[config.mk]
export PLATFORM = sky130hd
export DESIGN_NAME = fetch_ctrl
export DESIGN_NICKNAME = d
export VERILOG_FILES = /design/src/rtl/sparc_pkg.sv /design/src/rtl/fetch_timeout_ctr.sv /design/src/rtl/fetch_ctrl.sv
export SDC_FILE = /design/constraint.sdc
export NUM_CORES = 1
export LEC_CHECK = 0
export ABC_AREA = 1
export CORE_ASPECT_RATIO = 1.2
export CORE_UTILIZATION = 47
export CTS_CLUSTER_SIZE = 20
export DETAILED_ROUTE_END_ITERATION = 6
export PLACE_DENSITY = 0.85
export SYNTH_ARGS = -nofsm -noshare
export SYNTH_HDL_FRONTEND = slang
export SYNTH_HIERARCHICAL = 1
export SYNTH_SLANG_ARGS = --single-unit
[constraint.sdc]
create_clock -name clk -period 2.75 [get_ports clk]
set_input_delay 0.55 -clock clk [delete_from_list [all_inputs] [get_ports clk]]
set_output_delay 0.55 -clock clk [all_outputs]
set_load 0.01 [all_outputs]
[src/rtl/sparc_pkg.sv]
// sparc_pkg: shared fetch-state enum and datapath constants
package sparc_pkg;
    typedef enum logic [1:0] {ST_BOOT, ST_RUN, ST_FAULT} fetch_state_t;
    localparam int INSTR_W = 32;
    localparam logic [31:0] PC_INC = 32'd4;
endpackage

[src/rtl/fetch_timeout_ctr.sv]
// fetch_timeout_ctr: counts unacknowledged request cycles, flags the cycle the count reaches TIMEOUT
module fetch_timeout_ctr #(
    parameter int TIMEOUT = 16
) (
    input  logic clk,
    input  logic reset,
    input  logic inc,
    input  logic clr,
    output logic expired
);
    localparam int W = $clog2(TIMEOUT + 1);
    logic [W-1:0] cnt;
    always_ff @(posedge clk) begin
        if (reset || clr) cnt <= '0;
        else if (inc) cnt <= cnt + 1'b1;
    end
    assign expired = inc && (cnt == W'(TIMEOUT - 1));
endmodule

[src/rtl/fetch_ctrl.sv]
// fetch_ctrl: PC sequencer and single-entry instruction register with stall, delayed-branch redirect and sticky fault
// Define FETCH_ANNUL_EN to let annul_i squash the delay slot on a redirect.
module fetch_ctrl
    import sparc_pkg::*;
#(
    parameter logic [31:0] RESET_PC = 32'h0000_0000,
    parameter int          TIMEOUT  = 16
) (
    input  logic               clk,
    input  logic               reset,
    output logic               imem_req,
    output logic [31:0]        imem_addr,
    input  logic               imem_ack,
    input  logic [INSTR_W-1:0] imem_rdata,
    input  logic               imem_err,
    input  logic               stall_i,
    input  logic               redirect_i,
    input  logic [31:0]        redirect_target,
    input  logic               annul_i,
    output logic               instr_valid,
    output logic [INSTR_W-1:0] instr_out,
    output logic [31:0]        instr_pc,
    output logic               fault,
    output logic [31:0]        fault_pc
);
    fetch_state_t state;
    logic [31:0] pc;
    logic fire, bus_err, expired, waiting, squash;
`ifdef FETCH_ANNUL_EN
    assign squash = annul_i;
`else
    logic unused_annul;
    assign unused_annul = annul_i;
    assign squash = 1'b0;
`endif
    assign imem_addr = pc;
    assign imem_req  = (state == ST_RUN) && !redirect_i && (!instr_valid || !stall_i);
    assign fire      = imem_req && imem_ack && !imem_err;
    assign bus_err   = imem_req && imem_ack && imem_err;
    assign waiting   = imem_req && !imem_ack;
    fetch_timeout_ctr #(.TIMEOUT(TIMEOUT)) u_timeout (
        .clk    (clk),
        .reset  (reset),
        .inc    (waiting),
        .clr    (!waiting),
        .expired(expired)
    );
    always_ff @(posedge clk) begin
        if (reset) begin
            state       <= ST_BOOT;
            pc          <= RESET_PC;
            instr_valid <= 1'b0;
            instr_out   <= '0;
            instr_pc    <= '0;
            fault       <= 1'b0;
            fault_pc    <= '0;
        end else if (state == ST_BOOT) begin
            state <= ST_RUN;
        end else if (state == ST_RUN) begin
            // redirect leaves the instruction register alone so the delay slot still issues
            if (redirect_i) begin
                pc <= redirect_target;
                if (redirect_target[1:0] != 2'b00) begin
                    state       <= ST_FAULT;
                    fault       <= 1'b1;
                    fault_pc    <= redirect_target;
                    instr_valid <= 1'b0;
                end else if (squash) instr_valid <= 1'b0;
            end else if (bus_err || expired) begin
                state       <= ST_FAULT;
                fault       <= 1'b1;
                fault_pc    <= pc;
                instr_valid <= 1'b0;
            end else if (fire) begin
                instr_out   <= imem_rdata;
                instr_pc    <= pc;
                instr_valid <= 1'b1;
                pc          <= pc + PC_INC;
            end else if (instr_valid && !stall_i) instr_valid <= 1'b0;
        end
    end
endmodule
==> impl_results.md, run 1 <==
* Status: completed
* Worst-Skew Late Latency at 410 ps
* Peak fanout along the critical path at 4
* Hold buffer count at cts at 0
* Warnings, synthesis at 6
* GP Congestion at 0.8716
* Total GRT Usage at 26.25%
* Drt pass-1 iters at 5
* Max_cap viols at 0
* Core box area at roughly 0.014 mm2
* TritonCTS Sinks at 137
* Wire per inst at 14.45 um
* DR vias at approximately 7200
* Placed cell areas at 0.008760 mm2
* CTS tree: done
* Hold slack at 460.8 ps
* Mean Syn Cell Area at 6.547 um2
* Max Freq at 423.0 MHz
* Layout cells sized above 1 at around 6%
* Worst Setup Path Type: in2out
* Peak supply drop at 0.4964 mV
* Slew HR at 48.94%
* LEAKAGE at 3.745 nW
* Initial Util at 48.28%
* Pwr dens at 590.2 mW/mm2
* # H-tree levels at 4
* Clock transition at the registers of the reported paths at 50 ps
* Critical Path AT at 1810 ps
* Final slew viol count at 0
* Synth top cells by count: nand2_1 (290), dfxtp_1 (137), nor2_1 (135), a21oi_1 (132), inv_1 (87)
* N_diodes at 0
* Final period util at 85.97%
* Count leader, synth: nand2_1
* Post-synth EDFFs at 0
* Setup Fix Bufs, Post-CTS at 0
* Initial drt markers at about 420
* Remaining Overflow, GRT at 0
* DR vias/cell at 5.220
* CTS root buf: clkbuf_16
* Post-Route WL at 19860 um
* Synth area leaders: dfxtp_1 (41%), nand2_1 (16%), a21oi_1 (9.9%), nor2_1 (7.6%), nand3_1 (5.9%)
* Endpoint class of the critical path: output pin
* Synth cell types at 33
* Hold Crit Class: reg2reg
* Seq cells post-synth at 137
* DPL Wire Length at 13440 um
* Cell count after synthesis at 1019
* IO Count at 202
* # resized after CTS at 0
* Die area at 0.01468 mm2
* Commonest register cell after synthesis: dfxtp_1
* Clock Path Buffers at 2
* Cell area after layout at 0.009384 mm2
* Tightest Pin Transition at approximately 770 ps
* Yosys top cell by area: dfxtp_1
* Area Overhead vs Synth at 40.66%
* Setup Viol. Count Final at 0
* Netlist Area Pre-Place at 0.006671 mm2
* Fin util at 67.90%
* Final Hold Fails at 0
* Row cnt at 47
* CP startpoint kind: input pin
* Required time worst endpoint at 2200 ps
* Seq/Total Area, Yosys at between 40 and 50%
* Nets at about 1300
* Number of I/O port buffers at 200
* Asr flop ratio synth at 0%
* Global-route wire length before repair at 31330 um
* Post-route antenna net violation count at 0
* PnR worst setup slack at 385.9 ps
* Largest net degree at the start of global routing at 80
* Post-synth top area share at between 40% and 50%
* Width of the die at 110.8 um
* DRC Markers at 0
* Skew final at about 8.7 ps
* Tmin final at 2364 ps
* Post-synth net total at 1093
* Die H at 132.5 um
* Total CTS buffers at 17
* DP Worst Slack at 115.7 ps
* Setup TNS at 0 ps
* Initial antenna violation count at 0
* Vias in the first global route at 6461
* RSZ-0062 raised after global routing: false
## metrics by stage
step / total power, mW / cells
final: 5.538 / 1375
after global routing: 5.748 / 1375
after CTS: 5.562 / 1375
after detailed placement: 3.138 / 1344
after global placement: 3.124 / 1344
after floorplan: 2.696 / 1019
## registers in the layout (all words and copies together), names as in the netlist
| name | flops |
|---|---|
| instr_valid | 1 |
| u_timeout/cnt | 5 |
| imem_addr | 32 |
| instr_out | 32 |
| instr_pc | 32 |
| fault | 1 |
| state | 2 |
| fault_pc | 32 |
## cells by family after synthesis
group | count (synthesis) | synth area share (%)
AOI/OAI and AO/OA | 189 | 14.76
DFF | 137 | 41.11
and+or+nand+nor | 538 | 33.51
buffers and inverters | 152 | 10.05
adders and majority gates | 3 | 0.5627
## path summary, 6_finish.rpt
path	endpoint	start	cells after the start	slack, ps
max reg2reg	instr_pc[1]	u_timeout/cnt[0]	12	510
min	instr_out[28]	instr_out[28]	2	460
max	imem_req	stall_i	5	390
min reg2reg	instr_out[28]	instr_out[28]	2	460
## per-layer routing
| metal | global-route usage, % | up-vias | wire (um) |
|---|---|---|---|
| met5 | 0 | - | 0 |
| met4 | 12.81 | 0 | 720 |
| met3 | 6.093 | 45 | 1396 |
| met2 | 46.27 | 274 | 9833 |
| met1 | 29.69 | 3262 | 7912 |
| li1 | - | 3597 | - |
## worst max-delay path, stage by stage
cell             delay (ps)
clkdlybuf4s50_1         420
nand2_1                 120
nand2_4                  80
nor2_8                  100
clkdlybuf4s50_1         540
## area by class of cell
type / count / area, um2
Fill cell: 1233 / 4436
Multi-Input combinational cell: 730 / 3269
Sequential cell: 137 / 2743
Timing Repair Buffer: 217 / 2195
Clock buffer: 18 / 429.2
Inverter: 89 / 339.1
Tap cell: 171 / 214.0
Clock inverter: 13 / 195.2
## cell usage in the layout, fill, tap and decap left out, drive strengths merged, types with 2 or more instances in the layout
cell type and n:
dfxtp 137, ha 3, nand4 11, o21a 2, inv 91, nor3 6, clkinv 5, a21oi 138
nand3b 3, nand3 81, o21ai 44, clkinvlp 2, bufinv 4, nor2 141, nand2 294, buf 19
clkdlybuf4s50 198, clkbuf 18, a211oi 2
## power by group
| group | internal [mW] | switching [mW] | leakage (nW) |
|---|---|---|---|
| registers | 2.09 | 0.123 | 1.11 |
| logic | 0.427 | 0.466 | 2.33 |
| clock network | 1.53 | 0.907 | 0.298 |
| total | 4.04 | 1.49 | 3.74 |
(Power assumes the default switching activity.)
==> run 2, diff against run 1 <==
Settings changed: CORE_MARGIN from default to 2.
==> impl_results.md, run 2 (synthesized netlist as in run 1, its figures left out) <==
* Tightest Pin Transition at 790.6 ps
* Nets at 1266
* Comb pwr share at 15.9%
* CTS tree: done
* Initial drt markers at 450
* Vias in the first global route at 6570
* Critical path's top delay family: simple AND/OR/NAND/NOR gates
* Initial antenna violation count at 0
* Core box area at 0.01382 mm2
* Status: completed
* Clock transition at the registers of the reported paths at around 60 ps
* Hold Crit Class: reg2reg
* Area Overhead vs Synth at 40.21%
* Commonest cells after routing, fill and taps aside: nand2_1 (290), clkdlybuf4s50_1 (198), dfxtp_1 (137), nor2_1 (135), a21oi_1 (131)
* Max_cap viols at 0
* Pwr dens at around 590 mW/mm2
* Switch Pwr at 1.461 mW
* CP startpoint kind: register
* DR vias/cell at between 5 and 6
* Required time worst endpoint at 3050 ps
* Peak supply drop at 0.4619 mV
* Post-route antenna net violation count at 0
* GP Congestion at 0.9066
* # H-tree levels at 4
* Clock share of power at 44.2%
* Worst Setup Path Type: reg2reg
* Final Hold Fails at 0
* Sw frac at between 20% and 30%
* Worst-path cell chain: ha_1 -> and3_1 -> ha_1 -> nand2_1 -> inv_1 -> nor2_1 -> nand3_4 -> nand2_2 -> inv_1 -> nor3_1 -> nor2_1
* Critical Path AT at 2700 ps
* RSZ-0062 raised after global routing: false
* Area of the multi-input gates at 0.003277 mm2
* Tmin final at 2392 ps
* Most common cell after layout, fill and taps aside: nand2_1
* Worst-Skew Late Latency at approximately 420 ps
* Global-route wire length before repair at 31970 um
* FILL cells at 1221
* Setup Viol. Count Final at 0
* Number of I/O port buffers at 200
* PnR worst setup slack at 358.1 ps
* N_diodes at 0
* Peak fanout along the critical path at 13
* Endpoint class of the critical path: register
* DRC Markers at 0
* Int Pwr at 4.095 mW
* Remaining Overflow, GRT at 0
* Final slew viol count at 0
* DR vias at 7202
* CTS root buf: clkbuf_16
* DPL Wire Length at between 10000 and 15000 um
* Wire per inst at 14.92 um
* Slew HR at 47.29%
* Total CTS buffers at 17
* Clock Path Buffers at 2
* Skew final at 9.582 ps
* TritonCTS Sinks at about 140
* Largest net degree at the start of global routing at 69
* Row cnt at 47
* Sequential Area at 0.002743 mm2
* Width of the die at 112.8 um
* Hold buffer count at cts at 0
* Final period util at between 80% and 90%
* # resized after CTS at 0
* Drt pass-1 iters at 5
* Crit-path max cell delay at 340 ps
* CP Buf/Inv Count at 2
* DP Worst Slack at 70.74 ps
* Setup Fix Bufs, Post-CTS at 0
* Die area at 0.01517 mm2
* Setup TNS at 0 ps
* Max Freq at approximately 420 MHz
* Slowest CP cell: dfxtp_1
* Layout cells sized above 1 at 6.063%
* Die H at about 130 um
* IO Count at about 200
* Post-Route WL at 20520 um
* LEAKAGE at around 3.7 nW
* Initial Util at between 40% and 50%
* Seq pwr share at 39.9%
* Total GRT Usage at between 20% and 30%
* Fin util at about two thirds
run 2: final cells by class:
type                            instances  share of cell area, %
Clock inverter                         11                  1.819
Multi-Input combinational cell        730                  35.03
Tap cell                              171                  2.287
Sequential cell                       137                  29.32
Clock buffer                           20                  4.989
Timing Repair Buffer                  217                  22.93
Inverter                               89                  3.625
run 2: layer usage:
| metal | up-vias | GRT usage (%) | wire, um |
|---|---|---|---|
| li1 | 3603 | - | - |
| met1 | 3276 | 30.96 | 8166 |
| met2 | 287 | 44.74 | 10230 |
| met3 | 36 | 6.688 | 1495 |
| met4 | 0 | 12.80 | 624 |
| met5 | - | 0 | 0 |
run 2: tightest hold or removal path, delay by kind of cell (launching register included):
| family | cells | cell delay [ps] |
|---|---|---|
| and+or+nand+nor | 1 | 60 |
| AOI/OAI and AO/OA | 1 | 50 |
| DFF | 1 | 310 |
run 2: path summary, 6_finish.rpt:
| path | start | to | slack, ps | depth (start not counted) |
|---|---|---|---|---|
| max | u_timeout/cnt[0] | imem_addr[9] | 360 | 11 |
| min | instr_pc[17] | instr_pc[17] | 460 | 2 |
| max reg2reg | u_timeout/cnt[0] | imem_addr[9] | 360 | 11 |
| min reg2reg | instr_pc[17] | instr_pc[17] | 460 | 2 |
run 2: through the flow:
| stage | cells | hold slack (ps) | power (mW) | cell area (um2) |
|---|---|---|---|---|
| 6_report | 1375 | 460.9 | 5.556 | 9354 |
| 5_1_grt | 1375 | 479.8 | 5.779 | 9354 |
| 4_1_cts | 1375 | 463.1 | 5.584 | 9354 |
| 3_5_place_dp | 1344 | 454.1 | 3.134 | 8717 |
| 3_3_place_gp | 1344 | 451.5 | 3.119 | 8717 |
| 2_1_floorplan | 1019 | 468.5 | 2.696 | 6671 |
run 2: power groups by stage:
stage / logic, mW / registers (mW) / clock network, mW
finish: 0.885 / 2.22 / 2.45
global route: 0.968 / 2.23 / 2.58
detailed placement: 0.878 / 2.26 / 0
global placement: 0.863 / 2.26 / 0
floorplan: 0.430 / 2.27 / 0
CTS: 0.883 / 2.22 / 2.49
